File: src/rtl/nmi_timer.sv
// nmi_timer: nmi responder with a prescaled 32-bit compare timer and a level match interrupt.
// Define NMI_TIMER_WAIT_EN to insert a WAIT state, which gives a 2-cycle access latency.
module nmi_timer (
  input  logic        clk_i,
  input  logic        rst_i,
  input  logic        nmi_valid,
  input  logic [31:0] nmi_addr,
  input  logic [31:0] nmi_wdata,
  input  logic [3:0]  nmi_wstrb,
  output logic [31:0] nmi_rdata,
  output logic        nmi_ready,
  output logic        irq_o
);
  typedef enum logic [1:0] {IDLE, WAIT, RESP} state_t;
  state_t state;
  logic en, ie, oneshot, match;
  logic [15:0] pscr, pcnt;
  logic [31:0] cmp, cnt, rd_val;
  logic [2:0] sel;
  logic accept, wr, rd_load, tick, hit, unused;
  function automatic logic [31:0] merge(input logic [31:0] old, input logic [31:0] nw, input logic [3:0] strb);
    logic [31:0] m;
    m = old;
    for (int i = 0; i < 4; i++) if (strb[i]) m[8*i +: 8] = nw[8*i +: 8];
    return m;
  endfunction
  assign sel = nmi_addr[4:2];
  assign accept = state == IDLE && nmi_valid;
  assign wr = accept && |nmi_wstrb;
`ifdef NMI_TIMER_WAIT_EN
  assign rd_load = state == WAIT && ~|nmi_wstrb;
`else
  assign rd_load = accept && ~|nmi_wstrb;
`endif
  assign tick = en && pcnt == pscr;
  assign hit = tick && cnt == cmp;
  assign irq_o = match && ie;
  assign unused = ^{nmi_addr[31:5], nmi_addr[1:0]};
  always_comb
    rd_val = sel == 3'd0 ? {29'd0, oneshot, ie, en} :
             sel == 3'd1 ? {16'd0, pscr} :
             sel == 3'd2 ? cmp :
             sel == 3'd3 ? cnt :
             sel == 3'd4 ? {31'd0, match} : 32'd0;
  // Software writes are placed after the hardware updates so they take priority; MATCH set beats W1C.
  always_ff @(posedge clk_i or posedge rst_i)
    if (rst_i) begin
      state <= IDLE;
      nmi_ready <= 1'b0;
      nmi_rdata <= '0;
      en <= 1'b0;
      ie <= 1'b0;
      oneshot <= 1'b0;
      match <= 1'b0;
      pscr <= '0;
      pcnt <= '0;
      cmp <= '1;
      cnt <= '0;
    end else begin
`ifdef NMI_TIMER_WAIT_EN
      state <= state == IDLE ? (nmi_valid ? WAIT : IDLE) : state == WAIT ? RESP : IDLE;
      nmi_ready <= state == WAIT;
`else
      state <= accept ? RESP : IDLE;
      nmi_ready <= accept;
`endif
      if (rd_load) nmi_rdata <= rd_val;
      pcnt <= (tick || (wr && sel == 3'd1)) ? '0 : pcnt + {15'd0, en};
      if (tick) cnt <= hit ? '0 : cnt + 32'd1;
      if (hit) match <= 1'b1;
      else if (wr && sel == 3'd4 && nmi_wstrb[0] && nmi_wdata[0]) match <= 1'b0;
      if (hit && oneshot) en <= 1'b0;
      if (wr && sel == 3'd0 && nmi_wstrb[0]) {oneshot, ie, en} <= nmi_wdata[2:0];
      if (wr && sel == 3'd1)
        pscr <= {nmi_wstrb[1] ? nmi_wdata[15:8] : pscr[15:8], nmi_wstrb[0] ? nmi_wdata[7:0] : pscr[7:0]};
      if (wr && sel == 3'd2) cmp <= merge(cmp, nmi_wdata, nmi_wstrb);
      if (wr && sel == 3'd3) cnt <= merge(cnt, nmi_wdata, nmi_wstrb);
    end
endmodule

File: config.mk
export PLATFORM = sky130hd
export DESIGN_NAME = nmi_timer
export DESIGN_NICKNAME = d
export VERILOG_FILES = /design/src/rtl/nmi_timer.sv
export SDC_FILE = /design/constraint.sdc
export NUM_CORES = 1
export LEC_CHECK = 0
export CORE_MARGIN = 1
export CORE_UTILIZATION = 50
export CTS_CLUSTER_SIZE = 16
export DETAILED_ROUTE_END_ITERATION = 8
export PLACE_DENSITY = 0.77
export SYNTH_ARGS = -nofsm -noshare
export SYNTH_HDL_FRONTEND = slang
export SYNTH_SLANG_ARGS = --single-unit
File: constraint.sdc
create_clock -name clk_i -period 4 [get_ports clk_i]
set_clock_uncertainty 0.2 [all_clocks]
set_input_delay 0.6 -clock clk_i [delete_from_list [all_inputs] [get_ports clk_i]]
set_output_delay 0.6 -clock clk_i [all_outputs]
set_load 0.01 [all_outputs]
; ---- Word level (Yosys, flattened, before mapping)
; Cells that the tools add are included.
; Widths: inputs -> output; s select.
[classes]
n_reduce_logical = 33
n_addsub = 2
eq_ne = 10
n_mux = 18
[ops]
columns = operator, n
row1 = $mux 32, 7
row2 = $add 32x1->32 const B, 1
row3 = $eq 32x32->1, 1
row4 = $mux 8, 4
row5 = $reduce_and 2->1, 10
row6 = $add 16x1->16, 1
row7 = $eq 16x16->1, 1
row8 = $mux 16, 1
row9 = $logic_and 1x1->1, 15
row10 = $ne 2x2->1 const B, 4
row11 = $eq 3x2->1 const B, 2
row12 = $reduce_bool 2->1, 3
row13 = $mux 1, 5
row14 = $reduce_or 4->1, 1
row15 = $eq 3x1->1 const B, 1
row16 = $eq 3x3->1 const B, 1
row17 = $logic_not 3->1, 1
row18 = $logic_not 2->1, 1
row19 = $mux 2, 1
row20 = $logic_not 1->1, 1
row21 = $logic_or 1x1->1, 1
[totals]
output_inout_bits = 34
in_bits = 71
regBits = 135
wordCells = 81

; ---- Longest topological paths before layout
[depth]
word_depth = 8
ltp_mapped = 10
depth_no_buf = 8

; ---- Least setup slack after synthesis
; No wires, ideal clock.
[synth_timing]
path_type = input to register
from = in nmi_wstrb[1]
to = reg cnt[16]
required_ns = 3.729
t_arrival_ns = 2.225
slack_ns = 1.505
stages = 7
setup_time_ns = 0.071
cell_sequence = or4_4 nand4_2 nand4_2 nand2b_4 buf_6 or4_1 nand4_1
[synth_between]
elab_chain_len = 5
elab_cells_between_ends = 7
[synth_rtl]
columns = item, line_no
row1 = "start, declared", 9  ; input logic [3:0] nmi_wstrb,
row2 = $reduce_or 4->1 (*), 29  ; assign wr = accept && |nmi_wstrb;
row3 = $logic_and 1x1->1 (*), 29
row4 = $logic_and 1x1->1 (*), 77  ; if (wr && sel == 3'd3) cnt <= merge(cnt, nmi_wdata, nmi_wstrb);
row5 = $ne 2x2->1 (no source line) or $reduce_bool 2->1 (tied branches), --
row6 = $reduce_and 2->1 (no source line), --
row7 = "end signal, assigned", 69  ; if (tick) cnt <= hit ? '0 : cnt + 32'd1;
row8 = "end signal, assigned", 77
row9 = "end, declared", 18  ; logic [31:0] cmp, cnt, rd_val;
; Mark *: on every way between the ends. The rest lies on a longest branch, timed or not.
; A chain may end at the register's enable or synchronous reset.

; ---- Final worst setup path
[layout_timing]
from = in nmi_wstrb[1]
to = reg cnt[28]
; Same word-level chain as after synthesis.

==> summary.md <==
| Metric | Value |
|---|---|
| Commonest non-fill, non-tap cell in the layout | `dfrtp_1` |
| Most frequent cells in the layout | `101 x dfrtp_1, 93 x nand2_1, 74 x clkdlybuf4s50_1` |
| Yosys reg bits | `133` |
| Final Hold Fails | `0` |
| Vias | `6113` |
| CP endpoint kind | `flip-flop` |
| GRT Residual Overflow | `0` |
| Die Ht | `123 um` |
| CTS Buffer Depth | `2` |
| CP arrival | `3.13 ns` |
| Outcome | `finished, final reports clean` |
| Worst-Margin Slew | `0.734 ns` |
| Sequential share of the synthesized area | `46.1%` |
| Post-placement cell count | `between 900 and 1000` |
| # rows | `43` |
| Hold_buf cts | `0` |
| Max Cap Viol | `0` |
| Fin crit share | `75.4%` |
| Pleak | `3.67 nW` |
| DIE AREA | `15100 um2` |
| Iteration-0 DRC Markers | `587` |
| Postcts setup bufs | `0` |
| Mapped Nets | `a little over 800` |
| CP required | `between 4 and 5 ns` |
| Layout cells sized above 1 | `19.3%` |
| Final setup fails | `0` |
| Fin nets | `873` |
| Area post-placement | `8210 um2` |
| Fmax | `approximately 330 MHz` |
| Pins Over Slew Limit | `0` |
| DPL Wire Length | `14400 um` |
| Final Non-Filler Cells | `992` |
| Port bufs | `between 70 and 80` |
| Max-slew headroom | `51.1%` |
| Die X-Extent | `123 um` |
| Antenna violations before repair | `0` |
| Pin count of the biggest net entering global routing | `134` |
| Root buffer cell | `clkbuf_16` |
| Cell area after synthesis | `7310 um2` |
| Number of global-route vias before repair | `6122` |
| Buffers plus inverters on the worst setup path | `1` |
| Drt wl/cell | `slightly above 20 um` |
| RSZ-0062 raised after global routing | `no` |
| DRC viols | `0` |
| Overall Power | `~4.7 mW` |
| Post-place setup slack | `0.597 ns` |
| FF/Latch Area | `3370 um2` |
| CTS tree | `built` |
| Clk_lat worst skew | `0.43 ns` |
| Setup CP Type | `primary input to flip-flop` |
| Mapped Cells | `734` |
| Routed Antenna Nets | `0` |
| H-tree depth | `4` |
| Filler instances | `1131` |
| Initial core utilization | `roughly half` |
| EDFF count, synth | `0` |
| Routed Wire Length | `20100 um` |
| Multi-input logic area | `3680 um2` |
| DR pass1 iterations | `7` |
| CTS resizes | `0` |
| Final setup TNS | `0 ns` |
| Hold_ws | `0.272 ns` |
| Crit Path Max Fanout | `12` |
| Peak VDD IR | `around 0.3 mV` |
| Worst-path clk slew | `approximately 0.060 ns` |
| Sink Count | `around 130` |
| Final antenna diode count | `0` |
| Top_reg_cell synth | `dfrtp_1` |
| Final Worst Setup Slack | `0.985 ns` |
| Crit-path slowest cell | `or4_4` |
| Crit path time final | `3.02 ns` |
| Core Footprint | `14100 um2` |
| HP Class | `flip-flop to flip-flop` |
| Synth cell types | `57` |
| Total Routing Usage GR | `28.3%` |
| Routability cong. | `0.909` |
| Startpoint types | `primary input` |
| Cell family with most CP delay | `simple AND/OR/NAND/NOR gates` |
| # IOs | `105` |
| Final instance area | `8850 um2` |
| Async set-reset flop share out of synthesis | `100%` |
| CP Cell Sequence | `clkdlybuf4s50_1 > or4_4 > nand4_2 > and4_1 > nand2_1 > o311ai_0` |
| Area growth syn-to-layout | `21.0%` |
| Pwr dens | `530 nW/um2` |
| CTS Buf Count | `17` |
| Avg Inst Size Synth | `9.96 um2` |
| Global-route wire length before repair | `32100 um` |
| Critical path's largest stage delay | `0.59 ns` |
| Ys Warns | `0` |
| Via density | `about 6.2` |
| Final core utilization | `between 60% and 70%` |
-- tightest hold or removal path: cells and delay by family (launching register included) --
family / cells / cell delay, ns
AO/OA/AOI/OAI: 1 / 0.05
flip-flops: 1 / 0.34
AND/OR/NAND/NOR: 1 / 0.05
-- power by group --
group | switching (mW) | internal, mW | total (mW)
clock | 0.610 | 1.09 | 1.70
combinational | 0.505 | 0.492 | 0.997
sequential | 0.330 | 1.66 | 1.99
-- flip-flops by register name, summed over array words and instances, names as in the netlist --
register / flops
en: 1
ie: 1
oneshot: 1
cmp: 32
state: 1
cnt: 32
match: 1
pcnt: 16
pscr: 16
nmi_rdata: 32
-- routing by layer --
metal	vias up	part of all wire [%]	GRT usage (%)	routed length [um]
met5	-	0	0	0
met4	0	3.5	14.4	694
met3	57	6.5	6.50	1310
met2	266	49	45.3	9760
met1	3012	41	36.0	8320
li1	2778	-	-	-
-- cell families (layout without fill, tap and decap cells) --
family | after synthesis | count (layout) | share of synthesized area [%]
AOI/OAI and AO/OA | 135 | 135 | 12.3
adders and majority gates | 3 | 3 | 0.513
and+or+nand+nor | 256 | 256 | 17.5
muxes | 84 | 84 | 12.6
buffers and inverters | 62 | 140 | 3.61
xor gates and xnor gates | 61 | 61 | 7.41
DFF | 133 | 133 | 46.1
-- final timing paths --
| path | startpoint | slack [ns] | end | depth (start not counted) |
|---|---|---|---|---|
| setup reg to reg | cnt[2] | 1.03 | cnt[19] | 7 |
| min in group asynchronous | rst_i | 0.50 | en | 3 |
| hold reg to reg | nmi_rdata[26] | 0.27 | nmi_rdata[26] | 2 |
| max in group asynchronous | rst_i | 2.55 | cnt[14] | 3 |
| hold / removal | nmi_rdata[26] | 0.27 | nmi_rdata[26] | 2 |
| setup / recovery | nmi_wstrb[1] | 0.98 | cnt[28] | 6 |
-- cells in the mapped netlist, drive strengths merged (22+ instances only) --
master    n  area [um2]
dfrtp   101        2530
dfstp    32         841
a21oi    23         119
nand4    24         163
nor2     43         164
xor2     48         420
nand3    26         140
nand2    93         349
inv      22        82.6
mux2     64         721
o21ai    28         140
-- cell type report --
class | count | share of cell area (%)
multi-input cells | 539 | 41.6
flip-flops and latches | 133 | 38.1
repair buffers | 86 | 9.50
clock buffers | 20 | 5.27
well taps | 180 | 2.55
clock inverters | 12 | 1.99
inverters | 22 | 0.976
(Power assumes the default switching activity.)
